`src/rtl/instr_fetch_unit.sv`:
```
// instr_fetch_unit: in-order instruction fetch front end with a FIFO toward decode.
//   clk, rst_n                         : clock, asynchronous active-low reset
//   imem_req_valid/ready/addr          : word-aligned fetch request channel
//   imem_rsp_valid/data                : in-order response words
//   redirect_valid/redirect_pc         : branch/jump redirect pulse and target
//   instr_valid/ready, instr, instr_pc : FIFO head toward decode
//   perf_fetched/perf_discarded        : saturating counters, only with IFU_PERF_CNT_EN
module instr_fetch_unit #(
   parameter int              XLEN       = 32,
   parameter logic [XLEN-1:0] RESET_PC   = '0,
   parameter int              FIFO_DEPTH = 4
) (
   input  logic            clk,
   input  logic            rst_n,
   output logic            imem_req_valid,
   input  logic            imem_req_ready,
   output logic [XLEN-1:0] imem_req_addr,
   input  logic            imem_rsp_valid,
   input  logic [XLEN-1:0] imem_rsp_data,
   input  logic            redirect_valid,
   input  logic [XLEN-1:0] redirect_pc,
   output logic            instr_valid,
   input  logic            instr_ready,
   output logic [XLEN-1:0] instr,
   output logic [XLEN-1:0] instr_pc
`ifdef IFU_PERF_CNT_EN
   ,
   output logic [31:0]     perf_fetched,
   output logic [31:0]     perf_discarded
`endif
);
   localparam int AW = $clog2(FIFO_DEPTH);
   localparam int CW = AW + 1;
   typedef enum logic [1:0] {IDLE, FETCH, DRAIN} state_t;
   state_t          state, state_next;
   logic [XLEN-1:0] fetch_pc, rsp_pc, target;
   logic [CW-1:0]   outstanding, out_next, drop, count;
   logic [AW-1:0]   rd_ptr, wr_ptr;
   logic [XLEN-1:0] fifo_data [FIFO_DEPTH];
   logic [XLEN-1:0] fifo_pc   [FIFO_DEPTH];
   logic            acc, pop, push;
   // Credit rule: requests in flight plus buffered words never exceed the FIFO size,
   // so every response always finds a free slot.
   assign imem_req_valid = state == FETCH && ({1'b0, outstanding} + {1'b0, count} < (CW+1)'(FIFO_DEPTH));
   assign imem_req_addr  = fetch_pc;
   assign instr_valid    = count != '0;
   assign instr          = instr_valid ? fifo_data[rd_ptr] : '0;
   assign instr_pc       = instr_valid ? fifo_pc[rd_ptr] : '0;
   assign acc            = imem_req_valid && imem_req_ready;
   assign pop            = instr_valid && instr_ready;
   assign push           = imem_rsp_valid && state == FETCH && !redirect_valid;
   assign out_next       = outstanding + CW'(acc) - CW'(imem_rsp_valid);
   assign target         = {redirect_pc[XLEN-1:2], 2'b00};
   always_comb begin
      state_next = state;
      state_next = redirect_valid ? (out_next != '0 ? DRAIN : FETCH)
                 : state == IDLE ? FETCH
                 : (state == DRAIN && imem_rsp_valid && drop == CW'(1)) ? FETCH
                 : state;
   end
   // After a redirect every outstanding request is stale, so the PC of the next
   // useful response is simply the redirect target; no per-request tag is needed.
   always_ff @(posedge clk or negedge rst_n) begin
      if (!rst_n) begin
         state       <= IDLE;
         fetch_pc    <= RESET_PC;
         rsp_pc      <= RESET_PC;
         outstanding <= '0;
         drop        <= '0;
         count       <= '0;
         rd_ptr      <= '0;
         wr_ptr      <= '0;
      end else begin
         state       <= state_next;
         outstanding <= out_next;
         if (redirect_valid) begin
            fetch_pc <= target;
            rsp_pc   <= target;
            drop     <= out_next;
            count    <= '0;
            rd_ptr   <= '0;
            wr_ptr   <= '0;
         end else begin
            if (acc) fetch_pc <= fetch_pc + XLEN'(4);
            if (state == DRAIN && imem_rsp_valid) drop <= drop - CW'(1);
            if (push) begin
               wr_ptr <= wr_ptr + AW'(1);
               rsp_pc <= rsp_pc + XLEN'(4);
            end
            if (pop) rd_ptr <= rd_ptr + AW'(1);
            count <= count + CW'(push) - CW'(pop);
         end
      end
   end
   always_ff @(posedge clk) begin
      if (push) begin
         fifo_data[wr_ptr] <= imem_rsp_data;
         fifo_pc[wr_ptr]   <= rsp_pc;
      end
   end
`ifdef IFU_PERF_CNT_EN
   function automatic logic [31:0] sat_add(input logic [31:0] a, input logic [31:0] b);
      logic [32:0] s;
      s = {1'b0, a} + {1'b0, b};
      return s[32] ? 32'hFFFF_FFFF : s[31:0];
   endfunction
   logic [31:0] disc_inc;
   // A word popped in the redirect cycle was delivered, so it is not counted as flushed.
   assign disc_inc = redirect_valid ? 32'(count) - 32'(pop) + 32'(imem_rsp_valid)
                                    : 32'(state == DRAIN && imem_rsp_valid);
   always_ff @(posedge clk or negedge rst_n) begin
      if (!rst_n) begin
         perf_fetched   <= '0;
         perf_discarded <= '0;
      end else begin
         perf_fetched   <= sat_add(perf_fetched, 32'(pop));
         perf_discarded <= sat_add(perf_discarded, disc_inc);
      end
   end
`endif
endmodule

```
`config.mk`:
```
export PLATFORM = sky130hd
export DESIGN_NAME = instr_fetch_unit
export DESIGN_NICKNAME = d
export VERILOG_FILES = /design/src/rtl/instr_fetch_unit.sv
export SDC_FILE = /design/constraint.sdc
export NUM_CORES = 1
export LEC_CHECK = 0
export ABC_AREA = 1
export CORE_MARGIN = 5
export CORE_UTILIZATION = 60
export CTS_BUF_LIST = sky130_fd_sc_hd__clkbuf_16
export DETAILED_ROUTE_END_ITERATION = 8
export GPL_ROUTABILITY_DRIVEN = 0
export GPL_TIMING_DRIVEN = 0
export PLACE_DENSITY = 0.95
export SLEW_MARGIN = 10
export SYNTH_ARGS = -nofsm -noshare
export SYNTH_HDL_FRONTEND = slang
export SYNTH_SLANG_ARGS = --single-unit
```
`constraint.sdc`:
```
create_clock -name clk -period 6.7 [get_ports clk]
set_input_delay 1.675 -clock clk [delete_from_list [all_inputs] [get_ports clk]]
set_output_delay 1.675 -clock clk [all_outputs]
set_load 0.01 [all_outputs]
```
==> impl_summary.log, run 1 <==
INFO  metric drt-initial-drc-count = 1919
INFO  metric grt_setup_unrepaired = no
INFO  metric portbufs = 161
INFO  metric seq_area_frac_synth = 62.9%
INFO  metric num_vias = 12.4k
INFO  metric postCtsSetupBuffers = 0
INFO  metric die_height = 167 µm
INFO  metric numClockSinks = 323
INFO  metric num_io_pins = 168
INFO  metric drt-met1-wl = 14600 µm
INFO  metric sw_share = 34.5%
INFO  metric synth_area_per_cell = 9.95 µm²
INFO  metric final_util = 74.1%
INFO  metric grt_start_max_net_pins = 40
INFO  metric p_switching = 2.18 mW
INFO  metric dpl.hpwl = 27300 µm
INFO  metric outcome = completed
INFO  metric worst_hold_path_type = reg2reg
INFO  metric clkLatencyLatePin = 560 ps
INFO  metric launching_point_of_the_worst_reg2reg_path = outstanding[2]
INFO  metric postCtsResizedCells = 0
INFO  metric met3RoutedLength = 4970 µm
INFO  metric placement.cell_area = 17100 µm²
INFO  metric timing_max_transition_violations_final = 0
INFO  metric power_frac_clock = 26.6%
INFO  metric worst_slew_pin_slew = 744 ps
INFO  metric initial_antenna_violation_count = 1
INFO  metric first_global_vias = 12.6k
INFO  metric area_growth = 21.7%
INFO  metric setup_tns = 0 ps
INFO  metric clock_tree.htree_level_count = 1
INFO  metric clock-skew-final = 11.6 ps
INFO  metric met2_length = 21000 µm
INFO  metric cts_tree = done
INFO  metric layout.cell_area.non_filler = 18000 µm²
INFO  metric grt_use_total = 29.7%
INFO  metric cp_data_arrival_time = 3090 ps
INFO  metric synthDominantAreaCellType = edfxtp_1
INFO  metric floorplan.initialDensity = 60.9%
INFO  metric clockRootBuffer = clkbuf_16
INFO  metric setup-violations-final = 0
INFO  metric worstRegToRegCells = 13
INFO  metric wl_per_cell = 20.6 µm
INFO  metric final_layout_size_suffix_gt1_share = 8.44%
INFO  metric most-common-layout-cells = nor2_1, edfxtp_1, nand2_1
INFO  metric cp-start-kind = flip-flop
INFO  metric die_area = 27900 µm²
INFO  metric detail_route.vias_per_cell = 6.06
INFO  metric drt_pre_antenna_iters = 6
INFO  metric min_from = state[0]
INFO  metric floorplan.die.width = 167 µm
INFO  metric hold_slack_final = 538 ps
INFO  metric final_nets = 1780
INFO  metric max_cap_violations = 0
INFO  metric period_share = 71.1%
INFO  metric timing.final.ws_setup = 1940 ps
INFO  metric holdPathEnd = state[0]
INFO  metric num_rows = 57
INFO  metric worstHoldPathCells = 1
INFO  metric global_route.overflow_total = 0
INFO  metric cts.path.max_buffers = 3
INFO  metric post-synth-top-area-fraction = 50.3%
INFO  metric core_area = 24300 µm²
INFO  metric syn-instance-count = 1489
INFO  metric synth.top_cells.by_area = edfxtp_1, dfrtp_1, nor2_1, nand2_1, o21ai_0
INFO  metric ff2ff_setup_slack = 3860 ps
INFO  metric power.sequential.fraction = 40.5%
INFO  metric worst_setup_path_end_kind = output pin
INFO  metric peakVddDrop = 0.207 mV
INFO  metric critical_path_required = 5030 ps
INFO  metric worst_setup_hold_path_clk_slew = 60 ps
INFO  metric top_layer_used = met5
INFO  metric detail_route.drc_violations = 0
INFO  metric commonest_non_fill_non_tap_cell_in_the_layout = nor2_1
INFO  metric worstReg2RegEnd = state[0]
INFO  metric cellInternalPower = 4.14 mW
INFO  metric detail-route-antenna-nets = 0
INFO  metric warnings_synthesis = 0
INFO  metric relative_slew_slack = 50.3%
INFO  metric combPwrFrac = 32.9%
INFO  metric total_leakage_power = 6.79 nW
INFO  metric tritoncts.num_buffers = 30
INFO  metric wirelength_routed = 42200 µm
INFO  metric min_period = 4760 ps
INFO  metric grt_first_pass_wirelength = 66400 µm
INFO  metric syn_area = 14800 µm²
INFO  metric critical_setup_path_kind = reg2out
INFO  metric cp_max_fo = 10
INFO  metric yosys_register_bits = 323
INFO  metric post_synth_num_cell_types = 43
INFO  metric clock.fmax = 210 MHz
INFO  metric ctsHoldBuffers = 0
INFO  metric antenna-diode-count = 0
INFO  metric detailedPlace.worstSlack = 2330 ps
INFO  metric p_per_area = 351 nW/µm²
INFO  metric timing_hold_violations_final = 0
-- stage by stage --
stage | std cells | power (mW)
floorplan | 1492 | 3.58
finish | 2042 | 6.32
global placement | 1977 | 4.49
detailed placement | 1986 | 4.59
CTS | 2042 | 6.28
global route | 2042 | 6.58
-- Yosys cell counts, drive strengths merged --
library cell / instances
ha: 14
a21oi: 96
edfxtp: 248
nand3: 85
o22ai: 1
fa: 2
a21boi: 1
conb: 1
o21a: 1
nor2: 354
or2: 2
o21ai: 146
a31oi: 3
o221ai: 1
xnor2: 3
xor2: 14
clkinv: 3
nand4: 7
o21bai: 4
clkbuf: 26
nand2: 235
a22oi: 2
inv: 89
o31ai: 1
nor3: 12
dfrtp: 75
buf: 43
nand3b: 4
nor4: 1
o211ai: 15
-- how the worst max path moves through the flow --
| stage | cells past startpoint | startpoint | endpoint | slack, ps |
|---|---|---|---|---|
| global placement | 5 | redirect_valid | fifo_data[1][25] | -1000 |
| detailed placement | 10 | redirect_valid | count[2] | 2330 |
| floorplan | 4 | redirect_valid | fifo_data[0][0] | 1430 |
| finish | 7 | rd_ptr[0] | instr_pc[9] | 1940 |
| global route | 7 | rd_ptr[0] | instr_pc[14] | 1850 |
| CTS | 7 | rd_ptr[0] | instr_pc[9] | 1990 |
-- per-layer routing --
layer	global-route usage (%)	vias to the layer above
li1	-	5463
met1	37.4	5803
met2	50.9	960
met3	5.49	148
met4	12.5	2
met5	0	-
-- layout make-up --
| class | count | area, µm² |
|---|---|---|
| sequential | 323 | 9320 |
| clock inverter | 25 | 188 |
| multi-input combinational | 1008 | 4830 |
| timing repair buffer | 170 | 1800 |
| fill | 1464 | 6290 |
| tap | 324 | 405 |
| inverter | 92 | 345 |
| buffer | 69 | 357 |
| clock buffer | 31 | 776 |
-- worst max-delay path: stages, from the launching register on --
cell	delay, ps
dfrtp_1	400
buf_4	190
inv_2	160
buf_4	220
clkbuf_1	420
o21ai_0	210
a21oi_1	330
clkdlybuf4s50_1	610
-- cells by family (layout without fill, tap and decap cells) --
family          after synthesis  in the layout  synth area share, %
other cells                   1              4               0.0253
buf+inv                     161            387                 4.74
fa+ha+maj                    16             16                 1.45
xor+xnor                     17             17                 1.01
flops                       323            323                 62.9
compound gates              271            271                 9.65
simple gates                700            700                 20.2
-- power by group through the flow --
stage	clock network (mW)	logic (mW)	registers, mW
finish	1.68	2.08	2.56
global route	1.77	2.23	2.58
CTS	1.68	2.05	2.55
detailed placement	0	2.00	2.59
global placement	0	1.92	2.57
floorplan	0	1.04	2.54
-- state kept, by name, indices dropped and copies added, names as in the netlist --
name and flops:
fifo_data 128, fifo_pc 120, imem_req_addr 30, rsp_pc 30, count 3, drop 3, outstanding 3, rd_ptr 2
state 2, wr_ptr 2
Power figures use the tool's default switching activity.
==> run 2: changes to the inputs <==
- CORE_UTILIZATION: 60 -> 51
- PLACE_DENSITY: 0.95 -> 0.87
- clock period: 6.7 -> 4.3 ns (I/O delays scaled with it)
==> impl_summary.log, run 2 (synthesis results as in run 1) <==
INFO  metric worstReg2RegEnd = fifo_pc[0][18]
INFO  metric detail_route.vias_per_cell = 5.63
INFO  metric detail_route.drc_violations = 0
INFO  metric ff2ff_setup_slack = 1510 ps
INFO  metric clock_tree.htree_level_count = 1
INFO  metric crit_path_max_incr_delay = 610 ps
INFO  metric final_util = 63.2%
INFO  metric crit_path_start = rd_ptr[0]
INFO  metric first_global_vias = 11.6k
INFO  metric power_frac_clock = 27.0%
INFO  metric tritoncts.num_buffers = 31
INFO  metric hold_slack_final = 486 ps
INFO  metric wirelength_routed = 39400 µm
INFO  metric largest-register = fifo_data
INFO  metric sw_share = 33.5%
INFO  metric clockRootBuffer = clkbuf_16
INFO  metric cp_max_fo = 10
INFO  metric clkLatencyLatePin = 560 ps
INFO  metric final_nets = 1781
INFO  metric worst_setup_path_end_kind = output pin
INFO  metric critical_path_required = 3220 ps
INFO  metric cts.path.max_buffers = 3
INFO  metric cp_data_arrival_time = 2990 ps
INFO  metric worst_hold_path_type = in2async
INFO  metric grt_setup_unrepaired = no
INFO  metric cp-start-kind = flip-flop
INFO  metric clock.fmax = 246 MHz
INFO  metric postCtsResizedCells = 0
INFO  metric drt_pre_antenna_iters = 9
INFO  metric p_switching = 3.28 mW
INFO  metric critical_setup_path_kind = reg2out
INFO  metric worst_setup_hold_path_clk_slew = 70 ps
INFO  metric launching_point_of_the_worst_reg2reg_path = state[1]
INFO  metric clock-skew-final = 12.5 ps
INFO  metric setup-violations-final = 0
INFO  metric detail-route-antenna-nets = 0
INFO  metric power.sequential.fraction = 40.5%
INFO  metric core_area = 28700 µm²
INFO  metric outcome = completed
INFO  metric max_cap_violations = 0
INFO  metric initial_antenna_violation_count = 2
INFO  metric floorplan.die.width = 180 µm
INFO  metric crit_slowest_cell = clkdlybuf4s50_1
INFO  metric critical_path.cell_chain = buf_4 > inv_2 > buf_4 > clkbuf_1 > o21ai_0 > a21oi_1 > clkdlybuf4s50_1
INFO  metric timing.final.ws_setup = 232 ps
INFO  metric detailedPlace.worstSlack = 338 ps
INFO  metric area_growth = 22.5%
INFO  metric cellInternalPower = 6.52 mW
INFO  metric wl_per_cell = 18.8 µm
INFO  metric top_delay_family_on_crit_path = buffers and inverters
INFO  metric period_share = 94.6%
INFO  metric worstRegToRegCells = 7
INFO  metric final_layout_size_suffix_gt1_share = 8.52%
INFO  metric grt_first_pass_wirelength = 61400 µm
INFO  metric floorplan.initialDensity = 51.6%
INFO  metric p_per_area = 540 nW/µm²
INFO  metric num_rows = 62
INFO  metric ctsHoldBuffers = 0
INFO  metric die_area = 32600 µm²
INFO  metric numClockSinks = 323
INFO  metric global_route.overflow_total = 0
INFO  metric setup_tns = 0 ps
INFO  metric drt-initial-drc-count = 1404
INFO  metric relative_slew_slack = 44.7%
INFO  metric portbufs = 161
INFO  metric grt_use_total = 23.3%
INFO  metric most-common-layout-cells = nor2_1, edfxtp_1, nand2_1
INFO  metric grt_start_max_net_pins = 40
INFO  metric dpl.hpwl = 27000 µm
INFO  metric die_height = 180 µm
INFO  metric timing_max_transition_violations_final = 0
INFO  metric postCtsSetupBuffers = 0
INFO  metric worst_slew_pin_slew = 828 ps
INFO  metric timing_hold_violations_final = 0
INFO  metric commonest_non_fill_non_tap_cell_in_the_layout = nor2_1
INFO  metric peakVddDrop = 0.365 mV
INFO  metric reg.largest.list = fifo_data: 128 flops, fifo_pc: 120 flops
INFO  metric combPwrFrac = 32.5%
INFO  metric critical_path_buf_inv_count = 5
INFO  metric cts_tree = done
INFO  metric num_io_pins = 168
INFO  metric crit_top_cell = buf_4
INFO  metric min_period = 4070 ps
INFO  metric total_leakage_power = 6.81 nW
INFO  metric num_vias = 11.8k
INFO  metric largest_register_ff_count = 128
## run 2: cell types whose count changed in the layout (fill, tap and decap cells not counted)
cell | previous run | this run
buf_12 | 7 | 4
clkinv_1 | 8 | 3
inv_8 | 0 | 1
clkinv_2 | 5 | 3
buf_16 | 2 | 5
inv_6 | 0 | 1
diode_2 | 0 | 1
bufinv_16 | 3 | 4
## run 2: power by group through the flow
stage | registers [mW] | clock network (mW) | logic [mW]
2_1_floorplan | 3.95 | 0 | 1.63
3_3_place_gp | 4.01 | 0 | 3.03
3_5_place_dp | 4.02 | 0 | 3.15
4_1_cts | 3.96 | 2.68 | 3.18
5_1_grt | 4.01 | 2.82 | 3.45
6_report | 3.97 | 2.65 | 3.18
## run 2: cell type report
class	count	area [µm²]
Fill cell	2124	10600
Sequential cell	323	9320
Multi-Input combinational cell	1008	4830
Timing Repair Buffer	170	1830
Clock buffer	31	776
Tap cell	384	480
Buffer	69	357
Inverter	92	345
Clock inverter	21	209
Antenna cell	1	2.50
## run 2: how the worst max path moves through the flow
stage                            end  slack (ps)  cells after the start
finish                  instr_pc[17]         230                      7
global route            instr_pc[17]         120                      7
CTS                     instr_pc[13]         210                      7
detailed placement  fifo_data[0][16]         340                      7
global placement    fifo_data[1][16]       -2880                      5
floorplan            fifo_data[0][0]        -370                      4
## run 2: layer usage
layer	vias up	GRT usage [%]	part of all wire [%]
met4	4	7.11	3.0
met2	700	39.7	48
met1	5583	30.3	38
li1	5433	-	-
met3	92	4.74	11
met5	-	0	0.074
## run 2: stage by stage
stage          instances  total power [mW]  area, µm²
3_3_place_gp        2037              7.04      16900
3_5_place_dp        2046              7.17      17200
5_1_grt             2098              10.3      18100
4_1_cts             2098              9.82      18100
6_report            2099              9.81      18200
2_1_floorplan       1492              5.58      14800
